==> config.mk <==
export PLATFORM = sky130hd
export DESIGN_NAME = sub_nibbles
export DESIGN_NICKNAME = d
export VERILOG_FILES = /design/src/rtl/sub_nibbles.sv
export SDC_FILE = /design/constraint.sdc
export NUM_CORES = 1
export LEC_CHECK = 0
export CAP_MARGIN = 20
export CORE_ASPECT_RATIO = 0.5
export CORE_UTILIZATION = 59
export DETAILED_ROUTE_END_ITERATION = 7
export PLACE_DENSITY = 0.86
export SYNTH_ARGS = -nofsm -noshare
export SYNTH_HDL_FRONTEND = slang
export SYNTH_SLANG_ARGS = --single-unit
==> constraint.sdc <==
create_clock -name clk_i -period 2.93 [get_ports clk_i]
set_clock_uncertainty 0.15 [all_clocks]
set_input_delay 0.586 -clock clk_i [delete_from_list [all_inputs] [get_ports clk_i]]
set_output_delay 0.586 -clock clk_i [all_outputs]
set_load 0.03 [all_outputs]
==> src/rtl/sub_nibbles.sv <==
// Nibble-substitution stage: per-nibble 4-bit S-box (forward or inverse, chosen per word)
// feeding a 2-entry skid buffer with valid/ready handshakes on both sides.
module sub_nibbles #(
    parameter int WIDTH = 16,
    parameter int CNT_W = 16
) (
    input  logic             clk_i,
    input  logic             rst_ni,
    input  logic             dir_i,
    input  logic             in_valid_i,
    output logic             in_ready_o,
    input  logic [WIDTH-1:0] data_in_i,
    output logic             out_valid_o,
    input  logic             out_ready_i,
    output logic [WIDTH-1:0] data_out_o,
    input  logic             cnt_clr_i,
    output logic [CNT_W-1:0] word_cnt_o
);

    localparam int NIB = WIDTH / 4;

    typedef enum logic [1:0] {
        EMPTY = 2'd0,
        ONE   = 2'd1,
        TWO   = 2'd2
    } state_t;

    function automatic logic [3:0] sbox_fwd(input logic [3:0] x);
        logic [3:0] y;
        case (x)
            4'h0: y = 4'hC;  4'h1: y = 4'h5;  4'h2: y = 4'h6;  4'h3: y = 4'hB;
            4'h4: y = 4'h9;  4'h5: y = 4'h0;  4'h6: y = 4'hA;  4'h7: y = 4'hD;
            4'h8: y = 4'h3;  4'h9: y = 4'hE;  4'hA: y = 4'hF;  4'hB: y = 4'h8;
            4'hC: y = 4'h4;  4'hD: y = 4'h7;  4'hE: y = 4'h1;  default: y = 4'h2;
        endcase
        return y;
    endfunction

    function automatic logic [3:0] sbox_inv(input logic [3:0] x);
        logic [3:0] y;
        case (x)
            4'h0: y = 4'h5;  4'h1: y = 4'hE;  4'h2: y = 4'hF;  4'h3: y = 4'h8;
            4'h4: y = 4'hC;  4'h5: y = 4'h1;  4'h6: y = 4'h2;  4'h7: y = 4'hD;
            4'h8: y = 4'hB;  4'h9: y = 4'h4;  4'hA: y = 4'h6;  4'hB: y = 4'h3;
            4'hC: y = 4'h0;  4'hD: y = 4'h7;  4'hE: y = 4'h9;  default: y = 4'hA;
        endcase
        return y;
    endfunction

    logic [WIDTH-1:0] sub_word;

    // Substitute before storage so buffered entries carry their own direction.
    for (genvar gi = 0; gi < NIB; gi++) begin : g_nib
        assign sub_word[gi*4 +: 4] = dir_i ? sbox_inv(data_in_i[gi*4 +: 4])
                                           : sbox_fwd(data_in_i[gi*4 +: 4]);
    end

    state_t           state_q, state_d;
    logic [WIDTH-1:0] main_q, main_d;
    logic [WIDTH-1:0] skid_q, skid_d;
    logic             in_ready_q, in_ready_d;
    logic [CNT_W-1:0] cnt_q, cnt_d;
    logic             accept, deliver;

    assign out_valid_o = (state_q != EMPTY);
    assign in_ready_o  = in_ready_q;
    assign data_out_o  = main_q;
    assign word_cnt_o  = cnt_q;

    assign accept  = in_valid_i & in_ready_q;
    assign deliver = out_valid_o & out_ready_i;

    always_comb begin
        state_d = state_q;
        main_d  = main_q;
        skid_d  = skid_q;
        case (state_q)
            EMPTY: begin
                if (accept) begin
                    main_d  = sub_word;
                    state_d = ONE;
                end
            end
            ONE: begin
                if (accept && deliver) begin
                    main_d = sub_word;
                end else if (accept) begin
                    skid_d  = sub_word;
                    state_d = TWO;
                end else if (deliver) begin
                    state_d = EMPTY;
                end
            end
            TWO: begin
                if (deliver) begin
                    main_d  = skid_q;
                    state_d = ONE;
                end
            end
            default: state_d = EMPTY;
        endcase
        // Registered ready: derived from next state, never from out_ready in the same cycle.
        in_ready_d = (state_d != TWO);
    end

    always_comb begin
        cnt_d = cnt_q;
        if (cnt_clr_i) begin
            cnt_d = '0;
        end else if (deliver) begin
            cnt_d = cnt_q + CNT_W'(1);
        end
    end

    always_ff @(posedge clk_i or negedge rst_ni) begin
        if (!rst_ni) begin
            state_q    <= EMPTY;
            main_q     <= '0;
            skid_q     <= '0;
            in_ready_q <= 1'b1;
            cnt_q      <= '0;
        end else begin
            state_q    <= state_d;
            main_q     <= main_d;
            skid_q     <= skid_d;
            in_ready_q <= in_ready_d;
            cnt_q      <= cnt_d;
        end
    end

endmodule
## Yosys cells after proc, flatten, opt, wreduce, memory -nomap -nowiden

Memories as Yosys holds them, arrays and structs flattened.
Index checks and enable logic that the tools add are counted.

- Register bits: 51
- Bits of input ports: 22
- Word-level logic and storage cells: 46
- Memory bits (writable): 0
- Memory bits (read-only): 512
- Output and inout port bits: 34
- Memories kept: 8
- Latch bits: 0

- Div/mod/pow operators: 0
- Multipliers: 0
- Add/sub/neg operators: 1
- Eq/ne operators: 6
- Magnitude comparators: 0
- Shift-type cells: 0
- Mux-type cells: 16
- Reductions and logical operators: 7
- Bitwise gates (word level): 3

Memories:

| name | words | width | read ports | clocked after Yosys merged registers in | write ports | RTL line | source |
|---|---|---|---|---|---|---|---|
| (name not given) | 16 | 4 | 1 | 0 | 0 | 30 | `case (x)` |
| (name not given) | 16 | 4 | 1 | 0 | 0 | 41 | `case (x)` |
| (name not given) | 16 | 4 | 1 | 0 | 0 | 30 |  |
| (name not given) | 16 | 4 | 1 | 0 | 0 | 41 |  |
| (name not given) | 16 | 4 | 1 | 0 | 0 | 30 |  |
| (name not given) | 16 | 4 | 1 | 0 | 0 | 41 |  |
| 2 more memories | n/a | n/a | n/a | n/a | n/a | n/a |  |

Operators by type and width:

| kind | number |
|---|---|
| $mux 16 | 5 |
| $pmux 16 s3 | 1 |
| $add 16x1->16 const B | 1 |
| $mux 4 | 4 |
| $mux 2 | 5 |
| $ne 2x2->1 const B | 4 |
| $pmux 2 s3 | 1 |
| $reduce_and 4->1 | 1 |
| $reduce_bool 2->1 | 2 |
| $reduce_and 3->1 | 1 |
| $reduce_bool 3->1 | 1 |
| $and 1x1->1 | 2 |
| $eq 2x1->1 const B | 1 |
| $eq 2x2->1 const B | 1 |
| $logic_not 2->1 | 1 |
| $logic_and 1x1->1 | 1 |
| $not 1->1 | 1 |

## Depth between registers and ports, before layout

Gate-level depths: netlist (run 1).

- Depth in word-level cells: 7
- Gate-level depth with buffers: 7
- Gate-level depth less buffers: 7

## Worst setup path after synthesis (run 1)

No wires, ideal clock.

- Path kind: input to register
- From: input port data_in_i[13]
- To: register main_q[13] (netlist: data_out_o[13])
- Setup time: 0.126 ns
- Stages: 6
- Path slack: 0.628 ns
- Arrival: 2.026 ns
- Data required time: 2.654 ns
- Path buffers: 0
- Path through: inv_1 -> ha_1 -> nand2b_1 -> a21boi_0 -> mux4_2 -> a221o_1

- Longest elaborated chain between the ends: 4
- Elaborated cells between the ends (all ways): 6
- Classes of those cells: 4 x mux; 2 x memory

RTL lines:

| item | RTL line | source |
|---|---|---|
| start: declaration | 12 | `input logic [WIDTH-1:0] data_in_i,` |
| $mem_v2 16x4, on equally long branches | n/a |  |
| $mux 4 * | 54 | `assign sub_word[gi*4 +: 4] = dir_i ? sbox_inv(data_in_i[gi*4 +: 4])` |
| $mux 16, on equally long branches | 85, 79 |  |
| $pmux 16 s3 * | 77 | `case (state_q)` |
| end signal: assignment | 124 | `main_q <= main_d;` |
| end: declaration | 59 | `logic [WIDTH-1:0] main_q, main_d;` |

Mark *: on every way between the ends. The rest lies on a longest branch, timed or not. The select of a mux whose other input is x is not followed.
A chain may end at the register's enable or synchronous reset.

## Final worst setup path (run 1)

- From: input port data_in_i[5]
- To: register main_q[7] (netlist: data_out_o[7])

Same word-level chain as after synthesis.

==> reports/summary.json, run 1 <==
{
  "die_x_um": 112,
  "synthesis.nets": 436,
  "starting_density_of_the_core_pct": 63.3,
  "post_synth_most_frequent_cells": "sky130_fd_sc_hd__dfrtp_1, sky130_fd_sc_hd__nand2_1, sky130_fd_sc_hd__nor2_1",
  "min_path_type": "in -> async",
  "synthTopCellsByArea": "sky130_fd_sc_hd__dfrtp_1, sky130_fd_sc_hd__ha_1, sky130_fd_sc_hd__mux4_2",
  "die-area_mm2": 0.00641,
  "comb_power_share_pct": 42.3,
  "sequence_of_cells_on_the_critical_path": "clkdlybuf4s50_1 > inv_1 > ha_1 > nor2_1 > o21bai_1 > mux4_2 > a221o_1",
  "cpPeakStageDelay_ps": 470,
  "setup_repair_after_global_routing_missed_its_margin": "no",
  "synth.top_cell.area_share_pct": 34.9,
  "total_leakage_power_nw": 1.96,
  "design_area_mm2": 0.00439,
  "crit_fanout": 8,
  "critical_r2r_capture": "data_out_o[5]",
  "setup-violations-final": 0,
  "drv_slew": 0,
  "worst_slew_pin_slew_ps": 599,
  "internal_power_w": 0.00184,
  "reg2reg_slack_ps": 940,
  "synth-seq-area-share_pct": 35.7,
  "startpoint_type": "input port",
  "cts.repair.resized": 0,
  "die_height_um": 57.1,
  "boundaryPins": 56,
  "switching_share_pct": 37.4,
  "violated_checks": "design-rule violations",
  "fmax_ghz": 0.384,
  "timing.slew.headroom_pct": 59.9,
  "ff2ff_path_depth": 5,
  "placement.cell_area_mm2": 0.00423,
  "tritoncts_clock_tree": "yes",
  "maximum_number_of_pins_on_one_net_before_global_route_repair": 36,
  "drive_gt1_share_pct": 12.0,
  "ant_nets": 0,
  "clk_pin_slew_ps": 60,
  "synth_edf_count": 0,
  "clock_sinks": 51,
  "worst_setup_path_endpoint": "data_out_o[7]",
  "routed_wl_um": 8720,
  "sort_of_element_at_the_end_of_the_critical_path": "register",
  "worstSetupPathType": "in -> reg",
  "synth.ff_latch_count": 51,
  "cp.arrival_ps": 2620,
  "grtUsageTotal_pct": 28.7,
  "nets": 496,
  "remaining_routing_drc_violations": 6,
  "result_of_the_run": "finished, violations left",
  "netlist.top_cell.by_area": "sky130_fd_sc_hd__dfrtp_1",
  "cts.root.buffer_cell": "sky130_fd_sc_hd__clkbuf_16",
  "p_sw_w": 0.00110,
  "wire_length_of_the_first_global_routing_pass_um": 14400,
  "grt_overflow": 0,
  "synth_cells": 389,
  "postSynth.asyncResetShare_pct": 100,
  "fin_setup_tns_ps": 0,
  "maxCapViolations": 0,
  "min_period_over_period_pct": 88.9,
  "yosys_warnings": 0,
  "route.vias.total": 3197,
  "floorplan.rows": 19,
  "worst_ep_required_time_ps": 2950,
  "cts_buffer_depth": 2,
  "grt_pass1_vias": 2997,
  "antenna_diode_instance_count": 0,
  "insertion_delay_ps": 280,
  "num-fill-cells": 396,
  "drt_pass1_iterations": 7,
  "reg2reg_from": "in_ready_o",
  "place.port_buffers": 55,
  "final_worst_slack_ps": 324,
  "antenna_found_initial": 0,
  "synth_flop_cell": "sky130_fd_sc_hd__dfrtp_1",
  "power_density_mw_per_mm2": 671,
  "timing.critical_path.slowest_stage_cell": "sky130_fd_sc_hd__clkdlybuf4s50_1",
  "area.growth.synth_to_final_pct": 22.5,
  "cts_setup_buffers": 0,
  "finalWorstPathRequiredPeriod_ps": 2610,
  "cts-buffers-inserted": 5,
  "vdd_drop_max_mv": 0.381,
  "cts_hold_buffers": 0,
  "dp_worst_setup_slack_ps": 43.4,
  "fin_total_pwr_w": 0.00294,
  "gp_routability_congestion": 0.901,
  "synth.avg_cell_area_um2": 9.21,
  "share_clk_of_total_power_pct": 20.3,
  "mappedNetlistArea_mm2": 0.00358,
  "most_instantiated_library_cell_after_synthesis": "sky130_fd_sc_hd__dfrtp_1",
  "area_of_the_core_mm2": 0.00566,
  "hold_viol": 0,
  "avgRoutedWirePerCell_um": 16.7,
  "ys_types": 51,
  "share_of_total_power_in_sequential_cells_pct": 37.4,
  "detailedRoute.firstIterationViolations": 365,
  "cts-htree-levels": 2,
  "timing.critical_path.from": "data_in_i[5]",
  "detailed_place_hpwl_um": 6450,
  "post_drt_via_cell_ratio": 6.11
}
-- cell families after synthesis --
| kind of cell | Yosys count | synth area share, % |
|---|---|---|
| adders and majority gates | 25 | 8.73 |
| xor gates and xnor gates | 16 | 3.91 |
| and+or+nand+nor | 142 | 18.7 |
| muxes | 23 | 9.81 |
| buffers and inverters | 43 | 6.32 |
| DFF | 51 | 35.7 |
| AOI/OAI and AO/OA | 89 | 16.8 |
-- per-layer routing --
metal	GRT usage, %	up-vias	routed length [um]
met4	9.14	0	167
met5	0	-	0
met2	49.1	127	4140
li1	-	1498	-
met1	37.5	1550	3820
met3	5.74	22	594
-- power by group through the flow --
stage | clock, W | sequential, W | combinational [W]
5_1_grt | 0.000639 | 0.00112 | 0.00134
4_1_cts | 0.000607 | 0.00110 | 0.00124
3_5_place_dp | 0 | 0.00110 | 0.00123
6_report | 0.000598 | 0.00110 | 0.00124
2_1_floorplan | 0 | 0.00129 | 0.000558
3_3_place_gp | 0 | 0.00108 | 0.00119
-- how the worst min path moves through the flow --
stage	from	end	slack, ps	cells after the start
finish	rst_ni	word_cnt_o[15]	70	1
global route	rst_ni	word_cnt_o[15]	90	1
CTS	rst_ni	word_cnt_o[12]	70	1
detailed placement	skid_q[7]	skid_q[7]	300	2
global placement	skid_q[3]	skid_q[3]	300	2
floorplan	rst_ni	data_out_o[0]	140	0
-- metrics by stage --
stage / std cells / utilization (%) / hold slack [ps]
2_1_floorplan: 389 / - / 140
6_report: 523 / 77.6 / 65.3
3_5_place_dp: 515 / 74.8 / 304
3_3_place_gp: 515 / 74.8 / 300
5_1_grt: 523 / 77.6 / 85.5
4_1_cts: 523 / 77.6 / 69.8
-- cell usage in the layout (no fill, tap or decap), types with 5 or more instances in the layout --
cell	count
sky130_fd_sc_hd__and3_1	12
sky130_fd_sc_hd__buf_4	22
sky130_fd_sc_hd__ha_1	25
sky130_fd_sc_hd__nand3_1	5
sky130_fd_sc_hd__nor3_1	7
sky130_fd_sc_hd__mux4_2	9
sky130_fd_sc_hd__clkdlybuf4s50_1	54
sky130_fd_sc_hd__a221o_1	10
sky130_fd_sc_hd__clkbuf_16	5
sky130_fd_sc_hd__o21ai_0	21
sky130_fd_sc_hd__a21oi_1	19
sky130_fd_sc_hd__nand2_1	48
sky130_fd_sc_hd__mux2i_1	7
sky130_fd_sc_hd__xor2_1	7
sky130_fd_sc_hd__inv_1	18
sky130_fd_sc_hd__xnor2_1	9
sky130_fd_sc_hd__nand2b_1	7
sky130_fd_sc_hd__nand4_1	7
sky130_fd_sc_hd__mux2_2	7
sky130_fd_sc_hd__nor2_1	41
sky130_fd_sc_hd__o211ai_1	7
sky130_fd_sc_hd__dfrtp_1	50
sky130_fd_sc_hd__a211oi_1	6
-- layout make-up --
class	count	area (um2)	share of cell area, %
clock buffers	8	156	3.56
inverters	19	73.8	1.68
multi-input cells	295	2080	47.4
flip-flops and latches	51	1280	29.1
well taps	73	91.3	2.08
repair buffers	77	711	16.2
-- sequential cells by signal, indices dropped and copies added, names as in the netlist --
register	flops
data_out_o	16
skid_q	16
word_cnt_o	16
state_q	2
in_ready_o	1
-- worst max-delay path, delay by kind of cell --
family	cells	cell delay, ps
buffers and inverters	2	550
multiplexers	1	470
AO/OA/AOI/OAI	2	500
AND/OR/NAND/NOR	1	100
adder cells (fa/ha/maj)	1	410
Power figures use the tool's default switching activity.
==> run 2: changes to the inputs <==
--- a/config.mk
+++ b/config.mk
@@ -9,6 +9,7 @@
 export CORE_ASPECT_RATIO = 0.5
 export CORE_UTILIZATION = 59
 export DETAILED_ROUTE_END_ITERATION = 7
+export MAX_ROUTING_LAYER = met4
 export PLACE_DENSITY = 0.86
 export SYNTH_ARGS = -nofsm -noshare
 export SYNTH_HDL_FRONTEND = slang
==> run 2 against run 1 <==
  * The flow still finishes with violations (design-rule violations)
  * Clock power down 3%
  * Global-route usage grew 0.31 points
  * Setup slack lost 16 ps
  * Combinational power barely moved
  * Sequential cell count unchanged
  * Sequential power about the same
  * Count of clock-buffer cells in the layout shrank 1
  * Routed wire length up 0.40%
  * Critical path depth unchanged
  * Register-to-register slack got worse by 40 ps
==> reports/summary.json, run 2 (synthesis results as in run 1) <==
{
  "result_of_the_run": "finished, violations left",
  "violated_checks": "design-rule violations",
  "final_core_utilization_pct": 77.3,
  "comb_power_share_pct": 42.2,
  "share_of_total_power_in_sequential_cells_pct": 37.9,
  "detailed_place_hpwl_um": 6300,
  "drt_pass1_iterations": 8,
  "fin_setup_tns_ps": 0,
  "grt_overflow": 0,
  "maxCapViolations": 0,
  "crit_buf_inv": 2,
  "die_height_um": 57.1,
  "post_drt_via_cell_ratio": 6.11,
  "starting_density_of_the_core_pct": 63.3,
  "timing.critical_path.slowest_stage_cell": "sky130_fd_sc_hd__mux4_2",
  "cp_top_family": "buffers and inverters",
  "clock_sinks": 51,
  "area.growth.synth_to_final_pct": 22.0,
  "worst_slew_pin_slew_ps": 650,
  "switching_share_pct": 37.9,
  "die_x_um": 112,
  "cp.arrival_ps": 2640,
  "wire_length_of_the_first_global_routing_pass_um": 14200,
  "tritoncts_clock_tree": "yes",
  "startpoint_type": "input port",
  "vdd_drop_max_mv": 0.332,
  "insertion_delay_ps": 290,
  "place.port_buffers": 55,
  "maximum_number_of_pins_on_one_net_before_global_route_repair": 37,
  "routed_wl_um": 8750,
  "remaining_routing_drc_violations": 6,
  "drv_slew": 0,
  "num-fill-cells": 404,
  "min_path_type": "in -> async",
  "reg2reg_slack_ps": 900,
  "internal_power_w": 0.00181,
  "min_period_over_period_pct": 89.5,
  "total_leakage_power_nw": 1.95,
  "antenna_found_initial": 0,
  "drive_gt1_share_pct": 11.8,
  "nets": 495,
  "worst_ep_required_time_ps": 2950,
  "gp_routability_congestion": 0.941,
  "grt_pass1_vias": 2959,
  "setup_repair_after_global_routing_missed_its_margin": "no",
  "clk_pin_slew_ps": 60,
  "grtUsageTotal_pct": 29.0,
  "boundaryPins": 56,
  "most_frequent_standard_cell_in_the_layout_excluding_fill_and_tap_cells": "sky130_fd_sc_hd__clkdlybuf4s50_1",
  "hold_viol": 0,
  "die-area_mm2": 0.00641,
  "worstSetupPathType": "in -> reg",
  "area_of_the_core_mm2": 0.00566,
  "floorplan.rows": 19,
  "avgRoutedWirePerCell_um": 16.8,
  "cpPeakStageDelay_ps": 490,
  "ff2ff_path_depth": 5,
  "fmax_ghz": 0.381,
  "cts_buffer_depth": 2,
  "fin_total_pwr_w": 0.00291,
  "setup-violations-final": 0,
  "finalWorstPathRequiredPeriod_ps": 2620,
  "cts_setup_buffers": 0,
  "critical_path_cell_count": 7,
  "route.vias.total": 3190,
  "reg2reg_from": "in_ready_o",
  "cts_hold_buffers": 0,
  "detailedRoute.firstIterationViolations": 331,
  "antenna_diode_instance_count": 0,
  "p_sw_w": 0.00110,
  "cts-htree-levels": 2,
  "cts.root.buffer_cell": "sky130_fd_sc_hd__clkbuf_16",
  "sort_of_element_at_the_end_of_the_critical_path": "register",
  "layout_common_cells": "sky130_fd_sc_hd__clkdlybuf4s50_1, sky130_fd_sc_hd__dfrtp_1, sky130_fd_sc_hd__nand2_1",
  "critical_r2r_capture": "data_out_o[10]",
  "sequence_of_cells_on_the_critical_path": "clkdlybuf4s50_1 > inv_1 > ha_1 > nor2_1 > o21bai_1 > mux4_2 > a221o_1",
  "cts-buffers-inserted": 5,
  "crit_fanout": 8,
  "cts.repair.resized": 0,
  "share_clk_of_total_power_pct": 19.9,
  "power_density_mw_per_mm2": 666,
  "timing.slew.headroom_pct": 56.6,
  "ant_nets": 0
}
## run 2: power by group through the flow
stage / Sequential [W] / Combinational, W / Clock (W)
2_1_floorplan: 0.00129 / 0.000558 / 0
3_3_place_gp: 0.00108 / 0.00118 / 0
3_5_place_dp: 0.00110 / 0.00122 / 0
4_1_cts: 0.00110 / 0.00123 / 0.000587
5_1_grt: 0.00112 / 0.00131 / 0.000613
6_report: 0.00110 / 0.00123 / 0.000579
## run 2: how the worst max path moves through the flow
stage | startpoint | end | slack [ps]
floorplan | data_in_i[13] | data_out_o[13] | 630
global placement | data_in_i[1] | skid_q[1] | 90
detailed placement | data_in_i[5] | data_out_o[7] | 30
CTS | data_in_i[5] | data_out_o[7] | 330
global route | data_in_i[5] | data_out_o[7] | 210
finish | data_in_i[5] | data_out_o[7] | 310
## run 2: metrics by stage
stage | worst slack, ps | instances | instance area [um2] | hold WS (ps)
after detailed placement | 30.9 | 514 | 4220 | 308
after floorplan | 628 | 389 | 3580 | 140
after global routing | 215 | 522 | 4370 | 77.7
after global placement | 87.0 | 514 | 4220 | 299
after CTS | 331 | 522 | 4370 | 64.3
final | 308 | 522 | 4370 | 53.5
## run 2: final cells by class
cell class | instances | area (um2) | share of cell area [%]
multi-input cells | 295 | 2080 | 47.5
flip-flops and latches | 51 | 1280 | 29.2
clock buffers | 7 | 143 | 3.26
clock inverters | 1 | 5.00 | 0.114
inverters | 19 | 73.8 | 1.69
well taps | 73 | 91.3 | 2.09
repair buffers | 76 | 703 | 16.1
## run 2: metal layers
metal / up-vias / wire length (um) / GRT usage (%)
met2: 147 / 4130 / 47.0
met4: 0 / 160 / 7.62
met3: 23 / 576 / 4.89
met1: 1524 / 3890 / 38.4
li1: 1496 / - / -
met5: - / 0 / -
